==> src/rtl/cpu_fetch_pkg.sv <==
// Shared definitions for the 6502 instruction fetch stage: FSM state encodings
// and the default reset vector address.
package cpu_fetch_pkg;

    typedef enum logic [2:0] {
        FETCH_VEC_LO = 3'd0,
        FETCH_VEC_HI = 3'd1,
        FETCH_OPC    = 3'd2,
        FETCH_OP1    = 3'd3,
        FETCH_OP2    = 3'd4,
        FETCH_HOLD   = 3'd5
    } fetch_state_t;

    localparam logic [15:0] DEFAULT_VECTOR_ADDR = 16'hFFFC;

endpackage

==> src/rtl/cpu_fetch_ins_length.sv <==
// Combinational 6502 opcode length decoder: opcode aaa_bbb_cc -> length 1..3
// and an illegal flag for the cc=11 column.
module cpu_ins_length (
    input  logic [7:0] opcode,
    output logic [1:0] len,
    output logic       inval
);

    logic [2:0] bbb;
    logic [1:0] cc;

    assign bbb = opcode[4:2];
    assign cc  = opcode[1:0];

    always_comb begin
        len   = 2'd1;
        inval = 1'b0;
        if (cc == 2'b11) begin
            inval = 1'b1;
        end else if (cc == 2'b01) begin
            len = (bbb == 3'b011 || bbb == 3'b110 || bbb == 3'b111) ? 2'd3 : 2'd2;
        end else begin
            case (bbb)
                3'b011, 3'b111:         len = 2'd3;
                3'b001, 3'b100, 3'b101: len = 2'd2;
                // Row 000 mixes immediates (a>=4), JSR abs and implied BRK/RTI/RTS.
                3'b000: begin
                    if (opcode[7])            len = 2'd2;
                    else if (opcode == 8'h20) len = 2'd3;
                    else                      len = 2'd1;
                end
                default:                len = 2'd1;
            endcase
        end
    end

endmodule

==> src/rtl/cpu_fetch.sv <==
// 6502 instruction fetch stage: owns the PC and assembles opcode + operands into one
// instruction per valid/ready handshake. Define FETCH_RESET_VECTOR_EN to load PC from the reset vector.
module cpu_fetch
    import cpu_fetch_pkg::*;
#(
    parameter logic [15:0] RESET_PC    = 16'h0200,
    parameter logic [15:0] VECTOR_ADDR = DEFAULT_VECTOR_ADDR
) (
    input  logic        clk,
    input  logic        rst,
    output logic [15:0] mem_addr,
    output logic        mem_rd,
    input  logic        mem_ack,
    input  logic [7:0]  mem_data,
    output logic        ins_valid,
    input  logic        ins_ready,
    output logic [7:0]  ins_ir,
    output logic [7:0]  ins_op_lo,
    output logic [7:0]  ins_op_hi,
    output logic [1:0]  ins_len,
    output logic        ins_inval,
    output logic [15:0] ins_pc,
    input  logic        redirect,
    input  logic [15:0] redirect_pc
);

`ifdef FETCH_RESET_VECTOR_EN
    localparam fetch_state_t START_STATE = FETCH_VEC_LO;
    localparam logic [15:0]  START_PC    = 16'h0000;
`else
    localparam fetch_state_t START_STATE = FETCH_OPC;
    localparam logic [15:0]  START_PC    = RESET_PC;
`endif

    fetch_state_t state, state_nxt;
    logic [15:0]  pc;
    logic [1:0]   dec_len;
    logic         dec_inval;

    cpu_ins_length u_len (
        .opcode (mem_data),
        .len    (dec_len),
        .inval  (dec_inval)
    );

    // Reset masks the request and valid combinationally so an in-flight read is abandoned.
    assign mem_rd    = (state != FETCH_HOLD) && !rst;
    assign ins_valid = (state == FETCH_HOLD) && !rst;

    always_comb begin
        case (state)
            FETCH_VEC_LO: mem_addr = VECTOR_ADDR;
            FETCH_VEC_HI: mem_addr = VECTOR_ADDR + 16'd1;
            default:      mem_addr = pc;
        endcase
    end

    always_comb begin
        state_nxt = state;
        if (redirect) begin
            state_nxt = FETCH_OPC;
        end else begin
            case (state)
`ifdef FETCH_RESET_VECTOR_EN
                FETCH_VEC_LO: if (mem_ack) state_nxt = FETCH_VEC_HI;
                FETCH_VEC_HI: if (mem_ack) state_nxt = FETCH_OPC;
`endif
                FETCH_OPC:  if (mem_ack) state_nxt = (dec_len == 2'd1) ? FETCH_HOLD : FETCH_OP1;
                FETCH_OP1:  if (mem_ack) state_nxt = (ins_len == 2'd2) ? FETCH_HOLD : FETCH_OP2;
                FETCH_OP2:  if (mem_ack) state_nxt = FETCH_HOLD;
                FETCH_HOLD: if (ins_ready) state_nxt = FETCH_OPC;
                default:    state_nxt = FETCH_OPC;
            endcase
        end
    end

    always_ff @(posedge clk) begin
        if (rst) state <= START_STATE;
        else     state <= state_nxt;
    end

    always_ff @(posedge clk) begin
        if (rst) begin
            pc        <= START_PC;
            ins_ir    <= 8'h00;
            ins_op_lo <= 8'h00;
            ins_op_hi <= 8'h00;
            ins_len   <= 2'd0;
            ins_inval <= 1'b0;
            ins_pc    <= 16'h0000;
        end else if (redirect) begin
            pc <= redirect_pc;
        end else if (mem_ack) begin
            case (state)
`ifdef FETCH_RESET_VECTOR_EN
                FETCH_VEC_LO: pc[7:0]  <= mem_data;
                FETCH_VEC_HI: pc[15:8] <= mem_data;
`endif
                FETCH_OPC: begin
                    ins_ir    <= mem_data;
                    ins_pc    <= pc;
                    ins_op_lo <= 8'h00;
                    ins_op_hi <= 8'h00;
                    ins_len   <= dec_len;
                    ins_inval <= dec_inval;
                    pc        <= pc + 16'd1;
                end
                FETCH_OP1: begin
                    ins_op_lo <= mem_data;
                    pc        <= pc + 16'd1;
                end
                FETCH_OP2: begin
                    ins_op_hi <= mem_data;
                    pc        <= pc + 16'd1;
                end
                default: ;
            endcase
        end
    end

endmodule

==> config.mk <==
export PLATFORM = sky130hd
export DESIGN_NAME = cpu_fetch
export DESIGN_NICKNAME = d
export VERILOG_FILES = /design/src/rtl/cpu_fetch_pkg.sv /design/src/rtl/cpu_fetch_ins_length.sv /design/src/rtl/cpu_fetch.sv
export SDC_FILE = /design/constraint.sdc
export NUM_CORES = 1
export LEC_CHECK = 0
export ABC_AREA = 1
export BUFFER_PORTS_ARGS = -buffer_cell sky130_fd_sc_hd__buf_2
export CAP_MARGIN = 20
export CORE_ASPECT_RATIO = 0.6
export CORE_UTILIZATION = 51
export CTS_CLUSTER_DIAMETER = 40
export CTS_CLUSTER_SIZE = 12
export DETAILED_ROUTE_END_ITERATION = 10
export PLACE_DENSITY = 0.79
export SLEW_MARGIN = 0
export SYNTH_ARGS = -nofsm -noshare
export SYNTH_HDL_FRONTEND = slang
export SYNTH_SLANG_ARGS = --single-unit
export TNS_END_PERCENT = 5
==> constraint.sdc <==
create_clock -name clk -period 1.5 [get_ports clk]
set_clock_uncertainty 0.05 [all_clocks]
set_input_delay 0.15 -clock clk [delete_from_list [all_inputs] [get_ports clk]]
set_output_delay 0.15 -clock clk [all_outputs]
set_load 0.005 [all_outputs]
Word-level counts from Yosys, hierarchy flattened
Index checks and enable logic that the tools add are counted.
Operators by class
  add/subtract/negate cells: 1
  multiply operators: 0
  divide/modulo/power cells: 0
  $lt $le $gt $ge: 0
  equality and inequality tests: 21
  shift-type cells: 0
  muxes and demuxes: 20
  bitwise gates (word level): 1
  reduce and logical (&&, ||, !) cells: 20
Operator list (number)
  $mux W16: 3
  $pmux W16 S2: 1
  $pmux W8 S2: 2
  $eq A3 B3 Y1 const B: 6
  $add A16 B1 Y16 const B: 1
  $mux W3: 5
  $pmux W3 S4: 1
  $eq A3 B2 Y1 const B: 3
  $reduce_and A3 Y1: 3
  $eq A8 B6 Y1 const B: 1
  $mux W2: 4
  $ne A2 B2 Y1 const B: 4
  $reduce_bool A2 Y1: 4
  $eq A3 B1 Y1 const B: 2
  $logic_not A3 Y1: 2
  $pmux W2 S3: 1
  $reduce_or A3 Y1: 2
  $eq A2 B1 Y1 const B: 2
  $eq A2 B2 Y1 const B: 2
  $reduce_and A4 Y1: 1
  $reduce_or A2 Y1: 2
  $mux W1: 3
  $ne A3 B3 Y1 const B: 1
  $logic_and A1 B1 Y1: 2
  4 further kinds: 5
Word-level totals
  register bits: 62
  bits in latches: 0
  RAM bits: 0
  memory bits (read-only): 0
  input bits: 29
  output and inout port bits: 61
  logic and storage cells: 71
  memories kept: 0

Logic depth before layout (Yosys ltp)
  word-level depth: 10
  mapped depth: 11
  gate-level depth less buffers: 10

By module
A second synthesis with hierarchy kept.
Second synthesis, totals
  cells, all modules: 428
  area total of the unflattened synthesis: 2992.9 um2
Modules (own cells, without submodules)
  cpu_fetch: instances 1, cells an instance 413, area an instance 2907.8 um2, seq. area each 1241.2 um2
  cpu_ins_length: instances 1, cells an instance 15, area an instance 85.1 um2, seq. area each 0.0 um2

Least setup slack after synthesis
OpenSTA, ideal clock, no wires.
  path kind: register to register
  from: register pc[0]
  to: register pc[10]
  setup time: 128 ps
  arrival time: 1176 ps
  data required time: 1322 ps
  setup slack: 146 ps
  stages on the path, launching flop included: 11
  buffers on the path: 0
  period minus slack after synthesis: 1354 ps
  cells stage by stage: dfxtp_1 -> ha_1 -> nand2_1 -> nor2_4 -> nand2_1 -> nor2_1 -> nand2_1 -> nand2_1 -> nor2_1 -> nor2_1 -> nor2_1
Between the ends
  word-level cells in the longest chain between the ends: 4
RTL lines
  from (decl): line cpu_fetch.sv:36  | logic [15:0] pc;
  from (signal assigned): line cpu_fetch.sv:92  | pc <= redirect_pc;
  from (signal assigned): line cpu_fetch.sv:106  | pc <= pc + 16'd1;
  from (signal assigned): line cpu_fetch.sv:110  | pc <= pc + 16'd1;
  $add A16 B1 Y16: line cpu_fetch.sv:106, cpu_fetch.sv:110, cpu_fetch.sv:114
  $mux W16
  $mux W16: line cpu_fetch.sv:93  | end else if (mem_ack) begin
  $mux W16: line cpu_fetch.sv:91  | end else if (redirect) begin
Every way passes these cells. The select of a mux whose other input is x is not followed.
A chain may end at the register's enable or synchronous reset.

Final worst setup path
  from: register state[2]
  to: register ins_len[0]
Between the ends
  word-level cells in the longest chain between the ends: 2
RTL lines
  from (decl): line cpu_fetch.sv:35  | fetch_state_t state, state_nxt;
  from (signal assigned): line cpu_fetch.sv:79  | else state <= state_nxt;
  $eq A3 B2 Y1: line cpu_fetch.sv:94  | case (state)
  $reduce_and A3 Y1 (no source line)
  to (signal assigned): line cpu_fetch.sv:104  | ins_len <= dec_len;
  to (decl): line cpu_fetch.sv:20  | output logic [1:0] ins_len,
Every way passes these cells.

==> results.sh <==
export IMPL_worstMarginPinSlew_ns=0.326
export IMPL_synth_async_reset_ratio=0
export IMPL_yosys_warnings=0
export IMPL_hold_viol=0
export IMPL_cts_root_buf="clkbuf_8"
export IMPL_setup_slack_ns=-0.0225
export IMPL_design_die_area_um2=6220
export IMPL_drv_slew=0
export IMPL_powerDensity_nw_per_um2=1040
export IMPL_cts_buffer_depth=2
export IMPL_synth_area_leaders="dfxtp_1 (41%), nand2_1 (13%), a21oi_1 (7.7%)"
export IMPL_path_class="reg2reg"
export IMPL_status="complete, but fails checks"
export IMPL_grt_pass1_vias=2738
export IMPL_htree_num_levels=3
export IMPL_setup_violations=1
export IMPL_p_leak_nw=1.90
export IMPL_synth_fp_nets=462
export IMPL_crit_slowest_cell="dfxtp_4"
export IMPL_seq_area_frac_synth=0.413
export IMPL_die_w_um=101
export IMPL_postPlaceCellArea_um2=3540
export IMPL_crit_path_end_kind="flop"
export IMPL_numCtsBuffers=9
export IMPL_io_buffers=89
export IMPL_area_growth_pct=31.8
export IMPL_clk_pin_slew_ns=0.07
export IMPL_synth_flop_cell="dfxtp_1"
export IMPL_fmaxAchievable_mhz=657
export IMPL_synth_most_common_cell="nand2_1"
export IMPL_slowest_delay_ns=0.37
export IMPL_rsz0062_at_grt="yes"
export IMPL_ant_nets=0
export IMPL_layout_drive_gt1_share=0.318
export IMPL_cp_max_fo=8
export IMPL_synthesis_area_um2=3010
export IMPL_synthSimpleGateAreaFrac=0.293
export IMPL_synth_top_family_by_area="simple AND/OR/NAND/NOR gates"
export IMPL_core_region_area_um2=5620
export IMPL_grt_antenna_before_repair=0
export IMPL_die_h_um=61.5
export IMPL_via_count=3393
export IMPL_synth_seq_cells=62
export IMPL_dr_pass1_iters=6
export IMPL_ys_types=32
export IMPL_routed_wirelength_um=9960
export IMPL_hpwl_um=6780
export IMPL_cp_arrival_ns=1.74
export IMPL_hold_path_class="in2reg"
export IMPL_viasPerCell=5.46
export IMPL_grt_pass1_wl_um=14000
export IMPL_synth_top_area_frac=0.413
export IMPL_grtUsageTotal=0.307
export IMPL_place_congestion=0.951
export IMPL_grt_overflow=0
export IMPL_final_cell_area_um2=3960
export IMPL_peakVddDrop_v=0.000585
export IMPL_grt_max_degree=41
export IMPL_core_rowCount=21
export IMPL_cts_tree="built"
export IMPL_nNetsFinal=566
export IMPL_finalCritPeriodShare=1.01
export IMPL_synthXorXnorAreaFrac=0.00874
export IMPL_yosysTopAreaCell="dfxtp_1"
export IMPL_slew_headroom=0.783
export IMPL_cp_data_required_time_ns=1.72
export IMPL_insertion_delay_ns=0.35
export IMPL_start_kind="flop"
export IMPL_violations="negative setup slack"
export IMPL_drc_errors=0
export IMPL_path_cells="inv_2 > nand2_4 > inv_2 > nand2_4 > nor2_4 > buf_12 > buf_12 > o21ai_0 > a31oi_1"
export IMPL_synth_edf_count=0
export IMPL_tns_ns=-0.0225
export IMPL_synth_mux_area_frac=0
export IMPL_synth_common_cells="nand2_1 (108), dfxtp_1 (62), nor2_1 (51), a21oi_1 (46), inv_1 (35)"
export IMPL_drt_initial_drc_count=343
export IMPL_start_util=0.535
export IMPL_postSynthAreaPerCell_um2=6.96
export IMPL_synth_adder_area_share=0.00416
export IMPL_fillers=491
export IMPL_insertedDiodeCount=0
export IMPL_cts_num_sinks=62
export IMPL_finalCriticalPeriod_ns=1.52
export IMPL_drt_wirelength_per_cell_um=16.0
export IMPL_synth_compound_area_frac=0.191
export IMPL_pin_count=90
export IMPL_synthCells=432
export IMPL_cap_violations=0
## where the power goes
part | internal (mW) | switching (mW) | total (mW)
logic | 0.320 | 0.459 | 0.779
registers | 1.75 | 0.0926 | 1.84
clock network | 0.778 | 0.717 | 1.50
## worst paths after layout
path,startpoint,to,slack (ns),depth (start not counted)
worst max-delay path,state[2],ins_len[0],-0.02,9
worst min-delay path,mem_data[2],ins_op_hi[2],0.04,3
worst max register to register,state[2],ins_len[0],-0.02,9
worst min register to register,ins_op_hi[7],ins_op_hi[7],0.41,2
## area by class of cell
type / instances / area (um2) / area share
clock buffers: 10 / 128 / 0.0322
clock inverters: 6 / 71.3 / 0.0180
inverters: 40 / 160 / 0.0404
multi-input cells: 312 / 1560 / 0.393
flip-flops and latches: 62 / 1260 / 0.317
well taps: 80 / 100 / 0.0253
repair buffers: 111 / 691 / 0.174
## critical path: cells and delay by family, from the launching register on
family / cells / cell delay, ns
AOI/OAI and AO/OA: 2 / 0.30
DFF: 1 / 0.37
and+or+nand+nor: 3 / 0.27
buffers and inverters: 4 / 0.44
## cell families (layout without fill, tap and decap cells)
| logic type | count (synthesis) | in the layout |
|---|---|---|
| and+or+nand+nor | 207 | 207 |
| AOI/OAI and AO/OA | 101 | 101 |
| buffers and inverters | 58 | 167 |
| DFF | 62 | 62 |
| xor gates and xnor gates | 3 | 3 |
| adders and majority gates | 1 | 1 |
## placed cells by master (no fill, tap or decap), types with 5 or more instances in the layout
cell type / count
nand2_1: 105
buf_2: 89
dfxtp_1: 53
nor2_1: 46
a21oi_1: 46
inv_1: 33
o21ai_0: 32
nand3_1: 29
buf_4: 16
clkbuf_8: 9
dfxtp_2: 7
nor2_2: 6
o21ai_1: 6
nand2_2: 5
a31oi_1: 5
## metrics by stage
stage | util | power (mW) | setup slack (ns) | cells | hold WS [ns]
2_1_floorplan | - | 2.25 | 0.146 | 432 | 0.235
3_3_place_gp | 0.630 | 2.53 | 0.0437 | 596 | 0.335
3_5_place_dp | 0.630 | 2.54 | 0.0236 | 596 | 0.347
4_1_cts | 0.671 | 4.02 | 0.0113 | 613 | 0.0238
5_1_grt | 0.705 | 4.28 | -0.0759 | 621 | 0.0260
6_report | 0.705 | 4.12 | -0.0225 | 621 | 0.0399
## registers in the layout, summed over array words and instances (netlist names)
register / cells
ins_inval: 1
ins_ir: 8
ins_len: 2
ins_op_hi: 8
ins_op_lo: 8
ins_pc: 16
pc: 16
state: 3
## timing repair
item	CTS	global route
setup endpoints to repair	14	39
resized for setup	8	26
setup buffers	0	5
endpoints found under the hold margin	2	0
hold buffers	1	0
pin swaps	1	8
gates cloned	0	3
## routing by layer
metal	routed length, um	vias up	GRT usage	share of wire
li1	-	1615	-	-
met1	4410	1525	0.467	0.44
met2	4090	232	0.381	0.41
met3	1360	21	0.136	0.14
met4	113	0	0.0663	0.011
met5	0	-	0	0
Power figures use the tool's default switching activity.
